## src/rtl/lt_fallback_seq.sv

```systemverilog
// -----------------------------------------------------------------------------
// lt_fallback_seq
//   Link-training sequencer sitting above the clock-recovery / channel-EQ pair.
//   It latches the requested rate and lane count, launches clock recovery and
//   watches each attempt for pass, fail or watchdog timeout. Failed attempts are
//   retried RETRY_MAX times. After that the sequencer falls back through the
//   rate/lane ladder. A final pass or fail level is reported to the LPM.
//
//   Optional build macro: LT_LANE_FIRST_EN
//     undefined : fallback steps the rate down first (1E->14->0A->06). At
//                 MIN_BW it halves the lanes and restores the requested rate.
//     defined   : fallback halves the lanes first (11->01->00). At one lane it
//                 steps the rate down once and restores the requested lanes.
//
// Ports
//   clk, rst_n                  100 kHz clock, asynchronous active-low reset
//   lt_start / lt_abort         one-cycle request pulses from the LPM
//   req_bw[7:0] / req_lc[1:0]   requested rate code / lane code
//   cr_completed, fsm_cr_failed CR phase result
//   eq_lt_pass, eq_lt_failed,
//   eq_fsm_cr_failed            EQ phase result
//   cr_start                    one-cycle pulse launching an attempt
//   cur_bw / cur_lc             configuration of the current attempt
//   lt_busy, lt_pass, lt_fail   training status levels
//   retry_cnt / fallback_cnt    attempts at this config / fallbacks taken
// -----------------------------------------------------------------------------
module lt_fallback_seq #(
  parameter int unsigned RETRY_MAX   = 2,
  parameter int unsigned TIMEOUT_CYC = 4000,
  parameter logic [7:0]  MIN_BW      = 8'h06
) (
  input  logic       clk,
  input  logic       rst_n,
  input  logic       lt_start,
  input  logic       lt_abort,
  input  logic [7:0] req_bw,
  input  logic [1:0] req_lc,
  input  logic       cr_completed,
  input  logic       fsm_cr_failed,
  input  logic       eq_lt_pass,
  input  logic       eq_lt_failed,
  input  logic       eq_fsm_cr_failed,
  output logic       cr_start,
  output logic [7:0] cur_bw,
  output logic [1:0] cur_lc,
  output logic       lt_busy,
  output logic       lt_pass,
  output logic       lt_fail,
  output logic [2:0] retry_cnt,
  output logic [3:0] fallback_cnt
);

  localparam int unsigned        WD_W        = $clog2(TIMEOUT_CYC + 1);
  localparam logic [WD_W-1:0]    WD_LAST     = WD_W'(TIMEOUT_CYC - 1);
  localparam logic [2:0]         RETRY_MAX_L = 3'(RETRY_MAX);

  typedef enum logic [2:0] {
    S_IDLE, S_LOAD, S_CR_RUN, S_EQ_RUN, S_EVAL, S_PASS, S_FAIL
  } state_e;

  function automatic logic bw_is_code(input logic [7:0] bw);
    return (bw == 8'h06) || (bw == 8'h0A) || (bw == 8'h14) || (bw == 8'h1E);
  endfunction

  // Next rung down the rate ladder. 00 means there is no lower rate.
  function automatic logic [7:0] bw_lower(input logic [7:0] bw);
    case (bw)
      8'h1E:   return 8'h14;
      8'h14:   return 8'h0A;
      8'h0A:   return 8'h06;
      default: return 8'h00;
    endcase
  endfunction

  function automatic logic [1:0] lc_half(input logic [1:0] lc);
    return (lc == 2'b11) ? 2'b01 : 2'b00;
  endfunction

  state_e          state_q, state_d;
  logic [7:0]      cur_bw_q, cur_bw_d, req_bw_q, req_bw_d;
  logic [1:0]      cur_lc_q, cur_lc_d, req_lc_q, req_lc_d;
  logic [2:0]      retry_q, retry_d;
  logic [3:0]      fb_cnt_q, fb_cnt_d;
  logic [WD_W-1:0] wdog_q, wdog_d;
  logic            cr_start_q, cr_start_d;
  logic            busy_q, busy_d, pass_q, pass_d, fail_q, fail_d;

  logic            req_ok;
  logic [7:0]      bw_dn;
  logic            bw_can_step;
  logic            fb_ok;
  logic [7:0]      fb_bw;
  logic [1:0]      fb_lc;

  assign req_ok      = (req_lc != 2'b10) && bw_is_code(req_bw) && (req_bw >= MIN_BW);
  assign bw_dn       = bw_lower(cur_bw_q);
  // Step down only to a real rung that is still at or above the floor.
  assign bw_can_step = (cur_bw_q > MIN_BW) && (bw_dn != 8'h00) && (bw_dn >= MIN_BW);

  // Fallback target, computed from the current attempt's configuration.
  always_comb begin
    // NOTE: every combinational output gets a default first, so no path leaves it unassigned (no latch).
    fb_ok = 1'b0;
    fb_bw = cur_bw_q;
    fb_lc = cur_lc_q;
`ifdef LT_LANE_FIRST_EN
    if (cur_lc_q != 2'b00) begin
      fb_ok = 1'b1;
      fb_lc = lc_half(cur_lc_q);
    end else if (bw_can_step) begin
      fb_ok = 1'b1;
      fb_bw = bw_dn;
      fb_lc = req_lc_q;
    end
`else
    if (bw_can_step) begin
      fb_ok = 1'b1;
      fb_bw = bw_dn;
    end else if (cur_lc_q != 2'b00) begin
      fb_ok = 1'b1;
      fb_lc = lc_half(cur_lc_q);
      fb_bw = req_bw_q;
    end
`endif
  end

  // Next-state and registered-output logic.
  always_comb begin
    state_d    = state_q;
    cur_bw_d   = cur_bw_q;
    cur_lc_d   = cur_lc_q;
    req_bw_d   = req_bw_q;
    req_lc_d   = req_lc_q;
    retry_d    = retry_q;
    fb_cnt_d   = fb_cnt_q;
    wdog_d     = wdog_q;
    cr_start_d = 1'b0;

    if (lt_abort) begin
      state_d = S_IDLE;
    end else begin
      case (state_q)
        S_IDLE, S_PASS, S_FAIL: begin
          if (lt_start) begin
            state_d  = S_LOAD;
            retry_d  = 3'd0;
            fb_cnt_d = 4'd0;
          end
        end
        S_LOAD: begin
          if (req_ok) begin
            cur_bw_d   = req_bw;
            cur_lc_d   = req_lc;
            req_bw_d   = req_bw;
            req_lc_d   = req_lc;
            state_d    = S_CR_RUN;
            cr_start_d = 1'b1;
            wdog_d     = '0;
          end else begin
            state_d = S_FAIL;
          end
        end
        S_CR_RUN: begin
          // A failure outranks a simultaneous completion.
          if (fsm_cr_failed) begin
            state_d = S_EVAL;
          end else if (cr_completed) begin
            state_d = S_EQ_RUN;
            wdog_d  = '0;
          end else if (wdog_q == WD_LAST) begin
            state_d = S_EVAL;
          end else begin
            wdog_d = wdog_q + WD_W'(1);
          end
        end
        S_EQ_RUN: begin
          if (eq_lt_failed || eq_fsm_cr_failed) begin
            state_d = S_EVAL;
          end else if (eq_lt_pass) begin
            state_d = S_PASS;
          end else if (wdog_q == WD_LAST) begin
            state_d = S_EVAL;
          end else begin
            wdog_d = wdog_q + WD_W'(1);
          end
        end
        S_EVAL: begin
          if (retry_q < RETRY_MAX_L) begin
            retry_d    = retry_q + 3'd1;
            state_d    = S_CR_RUN;
            cr_start_d = 1'b1;
            wdog_d     = '0;
          end else if (fb_ok) begin
            retry_d    = 3'd0;
            fb_cnt_d   = (fb_cnt_q == 4'hF) ? 4'hF : fb_cnt_q + 4'd1;
            cur_bw_d   = fb_bw;
            cur_lc_d   = fb_lc;
            state_d    = S_CR_RUN;
            cr_start_d = 1'b1;
            wdog_d     = '0;
          end else begin
            state_d = S_FAIL;
          end
        end
        default: state_d = S_IDLE;
      endcase
    end

    // Status levels follow the state being entered, so they are registered.
    busy_d = (state_d == S_LOAD) || (state_d == S_CR_RUN) ||
             (state_d == S_EQ_RUN) || (state_d == S_EVAL);
    pass_d = (state_d == S_PASS);
    fail_d = (state_d == S_FAIL);
  end

  always_ff @(posedge clk or negedge rst_n) begin
    if (!rst_n) begin
      state_q    <= S_IDLE;
      cur_bw_q   <= 8'h00;
      cur_lc_q   <= 2'b00;
      req_bw_q   <= 8'h00;
      req_lc_q   <= 2'b00;
      retry_q    <= 3'd0;
      fb_cnt_q   <= 4'd0;
      wdog_q     <= '0;
      cr_start_q <= 1'b0;
      busy_q     <= 1'b0;
      pass_q     <= 1'b0;
      fail_q     <= 1'b0;
    end else begin
      // NOTE: non-blocking assignments keep every register updating from pre-edge values.
      state_q    <= state_d;
      cur_bw_q   <= cur_bw_d;
      cur_lc_q   <= cur_lc_d;
      req_bw_q   <= req_bw_d;
      req_lc_q   <= req_lc_d;
      retry_q    <= retry_d;
      fb_cnt_q   <= fb_cnt_d;
      wdog_q     <= wdog_d;
      cr_start_q <= cr_start_d;
      busy_q     <= busy_d;
      pass_q     <= pass_d;
      fail_q     <= fail_d;
    end
  end

  assign cr_start     = cr_start_q;
  assign cur_bw       = cur_bw_q;
  assign cur_lc       = cur_lc_q;
  assign lt_busy      = busy_q;
  assign lt_pass      = pass_q;
  assign lt_fail      = fail_q;
  assign retry_cnt    = retry_q;
  assign fallback_cnt = fb_cnt_q;

endmodule

```

## config.mk

```make
export PLATFORM = sky130hd
export DESIGN_NAME = lt_fallback_seq
export DESIGN_NICKNAME = d
export VERILOG_FILES = /design/src/rtl/lt_fallback_seq.sv
export SDC_FILE = /design/constraint.sdc
export NUM_CORES = 1
export LEC_CHECK = 0
export CAP_MARGIN = 20
export CORE_MARGIN = 2
export CORE_UTILIZATION = 38
export DETAILED_ROUTE_END_ITERATION = 8
export GPL_TIMING_DRIVEN = 1
export HOLD_SLACK_MARGIN = 0.15
export REMOVE_ABC_BUFFERS = 1
export SYNTH_ARGS = -nofsm -noshare
export SYNTH_HDL_FRONTEND = slang
export SYNTH_SLANG_ARGS = --single-unit
```

## constraint.sdc

```tcl
create_clock -name clk -period 3.6 [get_ports clk]
set_clock_uncertainty 0.1 [all_clocks]
set_input_delay 0.72 -clock clk [delete_from_list [all_inputs] [get_ports clk]]
set_output_delay 0.72 -clock clk [all_outputs]
set_load 0.03 [all_outputs]
```

==> flow_summary.yaml <==
status:
  status: "finished clean"
pwr:
  ir_worst_vdd_uv: 278
  p_int_w: 0.00131
  p_seq_share_pct: 33.6
  power_frac_comb_pct: 46.3
  p_sw_w: 0.000911
  power_leakage_nw: 1.38
  p_sw_share_pct: 41.0
  powerDensity_nw_per_um2: 659
  clockPowerShare_pct: 20.1
  finalPower_w: 0.00222
placed_design:
  place.gp.congestion: 0.811
  postPlaceCellArea_um2: 3230
  dp_hpwl_um: 4760
  dp_slack_ps: 432
  portBuffers: 39
synth:
  netlist_area_um2: 2730
  synth_area_leaders: "dfrtp_1 40%, o31ai_1 4.7%, mux2_4 3.3%, nand2_1 2.6%, nor3_1 2.4%"
  synth_area_leader_cell: "dfrtp_1"
  avgSynthCellArea_um2: 9.46
  synth_top_area_share_pct: 40.3
  yosysSeqAreaShare_pct: 40.3
  synth_compound_area_share_pct: 23.4
  synth_cells: 289
  yosysMostFrequentCell: "dfrtp_1"
  synth-seq-cells: 44
  synth.area.mux_share_pct: 5.31
  synth_edf_count: 0
  synth_adder_area_share_pct: 1.37
  yosysUniqueCellTypes: 66
  synth_xor_xnor_area_share_pct: 0.961
  yosys_warnings: 0
  synth_top_family_by_area: "simple AND/OR/NAND/NOR gates"
  synthTopCellsByCount: "44 x dfrtp_1, 19 x nand2_1, 17 x o31ai_1"
  yosys.area_share.simple_pct: 23.8
  synth_ff_type: "dfrtp_1"
  ys_async_sr_fraction_pct: 100
critical_path:
  worstPathArrival_ps: 3000
  worstReg2RegEnd: "wdog_q[9]"
  criticalPathCategory: "in2reg"
  cp-endpoint: "wdog_q[10]"
  reg2reg_depth: 5
  crit_start: "req_bw[0]"
  end_kind: "flip-flop"
  required_ps: 3690
  cp_max_fo: 9
  worst_setup_path_start_kind: "primary input"
  r2r_slack_ps: 850
  r2r-start: "state_q[0]"
sta:
  fin_crit_ps: 2910
  hold_violations: 0
  maxSlewViolCount: 0
  setup_viol: 0
  rsz0062_at_grt: "no"
  period_share_pct: 80.8
  fin_setup_tns_ps: 0
  slew_headroom_pct: 55.5
  hold_ws_ps: 245
  fmax_ghz: 0.344
  tightest_slew_ps: 662
  setup_ws_ps: 693
cells_and_area:
  drive_above_1_share_pct: 12.1
  fill_cells: 669
  fin_area_um2: 3380
  fin_nets: 352
  n_antenna_cell: 0
  syn2layout_area_growth_pct: 23.6
job:
  cap_violations: 0
cts:
  clkLatencyLatePin_ps: 300
  cts_max_level: 2
  ctsHoldBuffers: 0
  cts.clk_slew.worst_paths_ps: 80
  cts_setup_buffers: 0
  cts_root_buf: "clkbuf_8"
  cts_buffer_depth: 2
  post_cts_resize_count: 0
  cts_sinks: 44
  numCtsBuffers: 5
  cts_tree: "yes"
global_route:
  grt_pass1_wl_um: 10700
  grtUsageTotal_pct: 17.4
  grt_max_degree: 45
  grt_pass1_vias: 2189
  grt-ovfl-total: 0
  antenna_found_initial: 0
die:
  die_h_um: 88.8
  io_pins: 40
  start_util_pct: 39.8
  rows: 30
  die-area_um2: 7890
  coreArea_um2: 6870
  die_x_um: 88.8
routing:
  routed_wl_um: 6490
  drt_iter0_drc: 169
  final_antenna_net_count: 0
  drt_first_pass_iters: 4
  avgViaCountPerCell: 5.55
  post_drt_wl_per_cell_um: 15.2
  via_count: 2364
  drc: 0
hold_path:
  hold_path.class: "in2async"
==> cells by family (layout without fill, tap and decap cells) <==
family	after synthesis	after routing
simple gates	111	111
compound gates	88	88
flops	44	44
buf+inv	29	70
mux	11	11
fa+ha+maj	3	3
xor+xnor	3	3
==> power by group through the flow <==
| stage | registers [W] | logic [W] | clock network (W) |
|---|---|---|---|
| floorplan | 0.000881 | 0.000517 | 0 |
| global placement | 0.000759 | 0.00102 | 0 |
| detailed placement | 0.000754 | 0.00104 | 0 |
| CTS | 0.000747 | 0.00104 | 0.000459 |
| global route | 0.000771 | 0.00113 | 0.000479 |
| finish | 0.000747 | 0.00103 | 0.000448 |
==> layout make-up <==
class / count / area [um^2] / share of cell area [%]
Tap cell: 96 / 120 / 3.56
Multi-Input combinational cell: 216 / 1500 / 44.4
Timing Repair Buffer: 50 / 480 / 14.2
Sequential cell: 44 / 1100 / 32.6
Clock inverter: 2 / 60.1 / 1.78
Clock buffer: 5 / 68.8 / 2.04
Inverter: 13 / 48.8 / 1.44
==> sequential cells by signal, indices dropped and copies added (netlist names) <==
| name | cells |
|---|---|
| cr_start | 1 |
| cur_bw | 8 |
| cur_lc | 2 |
| fallback_cnt | 4 |
| lt_busy | 1 |
| lt_fail | 1 |
| lt_pass | 1 |
| req_bw_q | 8 |
| retry_cnt | 3 |
| state_q | 3 |
| wdog_q | 12 |
==> routing by layer <==
| metal | global-route usage (%) | vias up | wire (um) |
|---|---|---|---|
| li1 | - | 1180 | - |
| met3 | 2.99 | 4 | 237 |
| met4 | 4.68 | 0 | 38 |
| met5 | 0 | - | 0 |
| met1 | 24.7 | 1129 | 3160 |
| met2 | 27.4 | 51 | 3060 |
==> layout by cell type, fill, tap and decap left out, drive strengths merged, types with 4 or more instances in the layout <==
cell           count
buf               12
nand3             12
nor3              13
or4                5
nor2b              9
o211ai             4
a31oi              8
or3                4
nor2              13
nor4               7
inv               13
o21ai             16
a22o               4
clkdlybuf4s50     38
nand2b             6
nand2             19
o41ai              4
dfrtp             44
o31ai             17
mux2              10
clkbuf             5
a21oi             13
==> stage by stage <==
step | std cells | util [%]
after CTS | 425 | 48.9
after detailed placement | 418 | 47.0
after global placement | 418 | 47.0
after floorplan | 273 | -
after global routing | 426 | 49.2
final | 426 | 49.2
==> worst max-delay path: stages <==
cell	delay (ps)
clkdlybuf4s50_1	440
nor4_1	530
a31oi_1	170
a211o_1	300
or3_1	530
o41ai_2	310
==> worst min-delay path by stage <==
stage	slack (ps)	end	cells after the start
after detailed placement	390	req_bw_q[5]	1
after global routing	260	wdog_q[3]	1
after CTS	420	req_bw_q[6]	1
final	240	wdog_q[3]	1
after floorplan	320	cr_start	0
after global placement	390	req_bw_q[6]	1
(Power assumes the default switching activity.)
==> patch (config.mk and constraints unchanged) <==
Build with the macro `LT_LANE_FIRST_EN` defined.
--- a/src/rtl/lt_fallback_seq.sv
+++ b/src/rtl/lt_fallback_seq.sv
@@ -25,4 +25,6 @@
 //   retry_cnt / fallback_cnt    attempts at this config / fallbacks taken
 // -----------------------------------------------------------------------------
+`define LT_LANE_FIRST_EN
+
 module lt_fallback_seq #(
   parameter int unsigned RETRY_MAX   = 2,
Behaviour: not the same (Yosys sat finds a counterexample within 10 cycles, from zero or initial values and one cycle with rst_n low).
==> patch against the original RTL <==
Combinational power decreased by 41%; routed wire length decreased by 20%; setup slack improved by 79 ps; first-iteration DRC count decreased by 63%; sequential cell count decreased by 6; final area decreased by 17%; power decreased by 34%; area after synthesis decreased by 16%.
==> patch: results (changes against the original RTL) <==
The via count is 1990 (-16%). The sequential fraction of design power came out at 0.388 (+0.052). The met2 track demand over resource in global routing came to 0.266 (-0.00823). The source-to-sink clock delay at the later pin of the worst-skew pair came out at 280 ps (-20 ps).

The largest individual stage delay along the critical path comes from the cell sky130_fd_sc_hd__nor4_2. The fraction of layout cells with a size suffix above 1 came out at 0.118 (-0.00357). The critical path starts at req_bw[6]. The count of cell types in the netlist came out at 59 (-11%). The largest stage delay on the critical path came out at 570 ps (+40 ps). The sequential element share of the synthesized area is 0.414 (+0.0114). The largest net degree at the start of global routing is 39 (-13%). The register-to-register setup slack is 1090 ps (+240 ps). The fraction of met3 tracks used by global routing was 0.0352 (+0.00531). The flow ran to the end, and the final reports show no timing, DRC or antenna violations. The wire length on met2 is 2430 µm (-21%). The critical path arrival is 2900 ps (-100 ps). The mean routed wirelength per cell was 14.3 µm (-6.2%).

The final routed wirelength across all metal layers is 5200 µm (-20%). The maximum ir drop on the vdd rail is 0.199 mV (-28%). The leakage power is 1.13 nW (-18%).

The placed cell count is 356 (-15%). The post-synthesis area per instance is 9.11 µm² (-3.7%). The global-route track usage on met1 is 0.232 (-0.0151). The post-synthesis share of cell area spent on full adders, half adders and majority gates is 0.0163 (+0.00262). The met1 routed wirelength after detailed routing is 2540 µm (-20%). The number of inserted filler cells in the final layout came out at 579 (-13%). The depth of the worst register-to-register path was 6 (+1). In this run the critical register-to-register path is captured at retry_cnt[0]. The estimated wirelength of the detail-placed design is 3770 µm (-21%). The worst slack at placement is 466 ps (+33.5 ps).

In the synthesized netlist, the cells that appear most often are sky130_fd_sc_hd__dfrtp_1 (38), sky130_fd_sc_hd__nor2_1 (25), sky130_fd_sc_hd__nand2_1 (22). The setup slack after layout came out at 771 ps (+78.6 ps). The mux contribution to synthesized area is 0.0191 (-0.0340).

The number of nets in the layout is 310 (-12%). The worst slew margin relative to its limit was 0.427 (-0.128). In this run the critical register-to-register path is launched from state_q[1]. The via count of the first global-routing pass is 1865 (-15%). The maximum net fanout on the critical path came out at 6 (-3). The length of routed met3 wiring is 193 µm (-19%).
-- patch: cell types whose count changed after synthesis, sizes merged, moves of 3 or more --
cell    delta
o21ai      +4
o211ai     -4
nand2      +3
a21oi      +4
mux2       -7
and3       +3
o31ai     -12
nor4       -3
a31oi      -6
nor3       -5
nor2      +13
dfrtp      -6
clkbuf     -4
inv       -10
-- patch: layout make-up --
type	instances	area, µm²	area share
inverter	3	11.3	0.00401
timing repair buffer	40	393	0.140
multi-input combinational	200	1270	0.452
clock buffer	7	86.3	0.0307
tap	75	93.8	0.0334
clock inverter	1	5.00	0.00178
sequential	38	951	0.338
-- patch: through the flow --
| step | util | power [mW] | hold WS [ps] | instance area, µm² |
|---|---|---|---|---|
| CTS | 0.477 | 1.49 | 384 | 2810 |
| global placement | 0.462 | 1.19 | 365 | 2720 |
| finish | 0.477 | 1.47 | 386 | 2810 |
| global route | 0.477 | 1.59 | 413 | 2810 |
| floorplan | - | 0.990 | 324 | 2230 |
| detailed placement | 0.462 | 1.19 | 374 | 2720 |
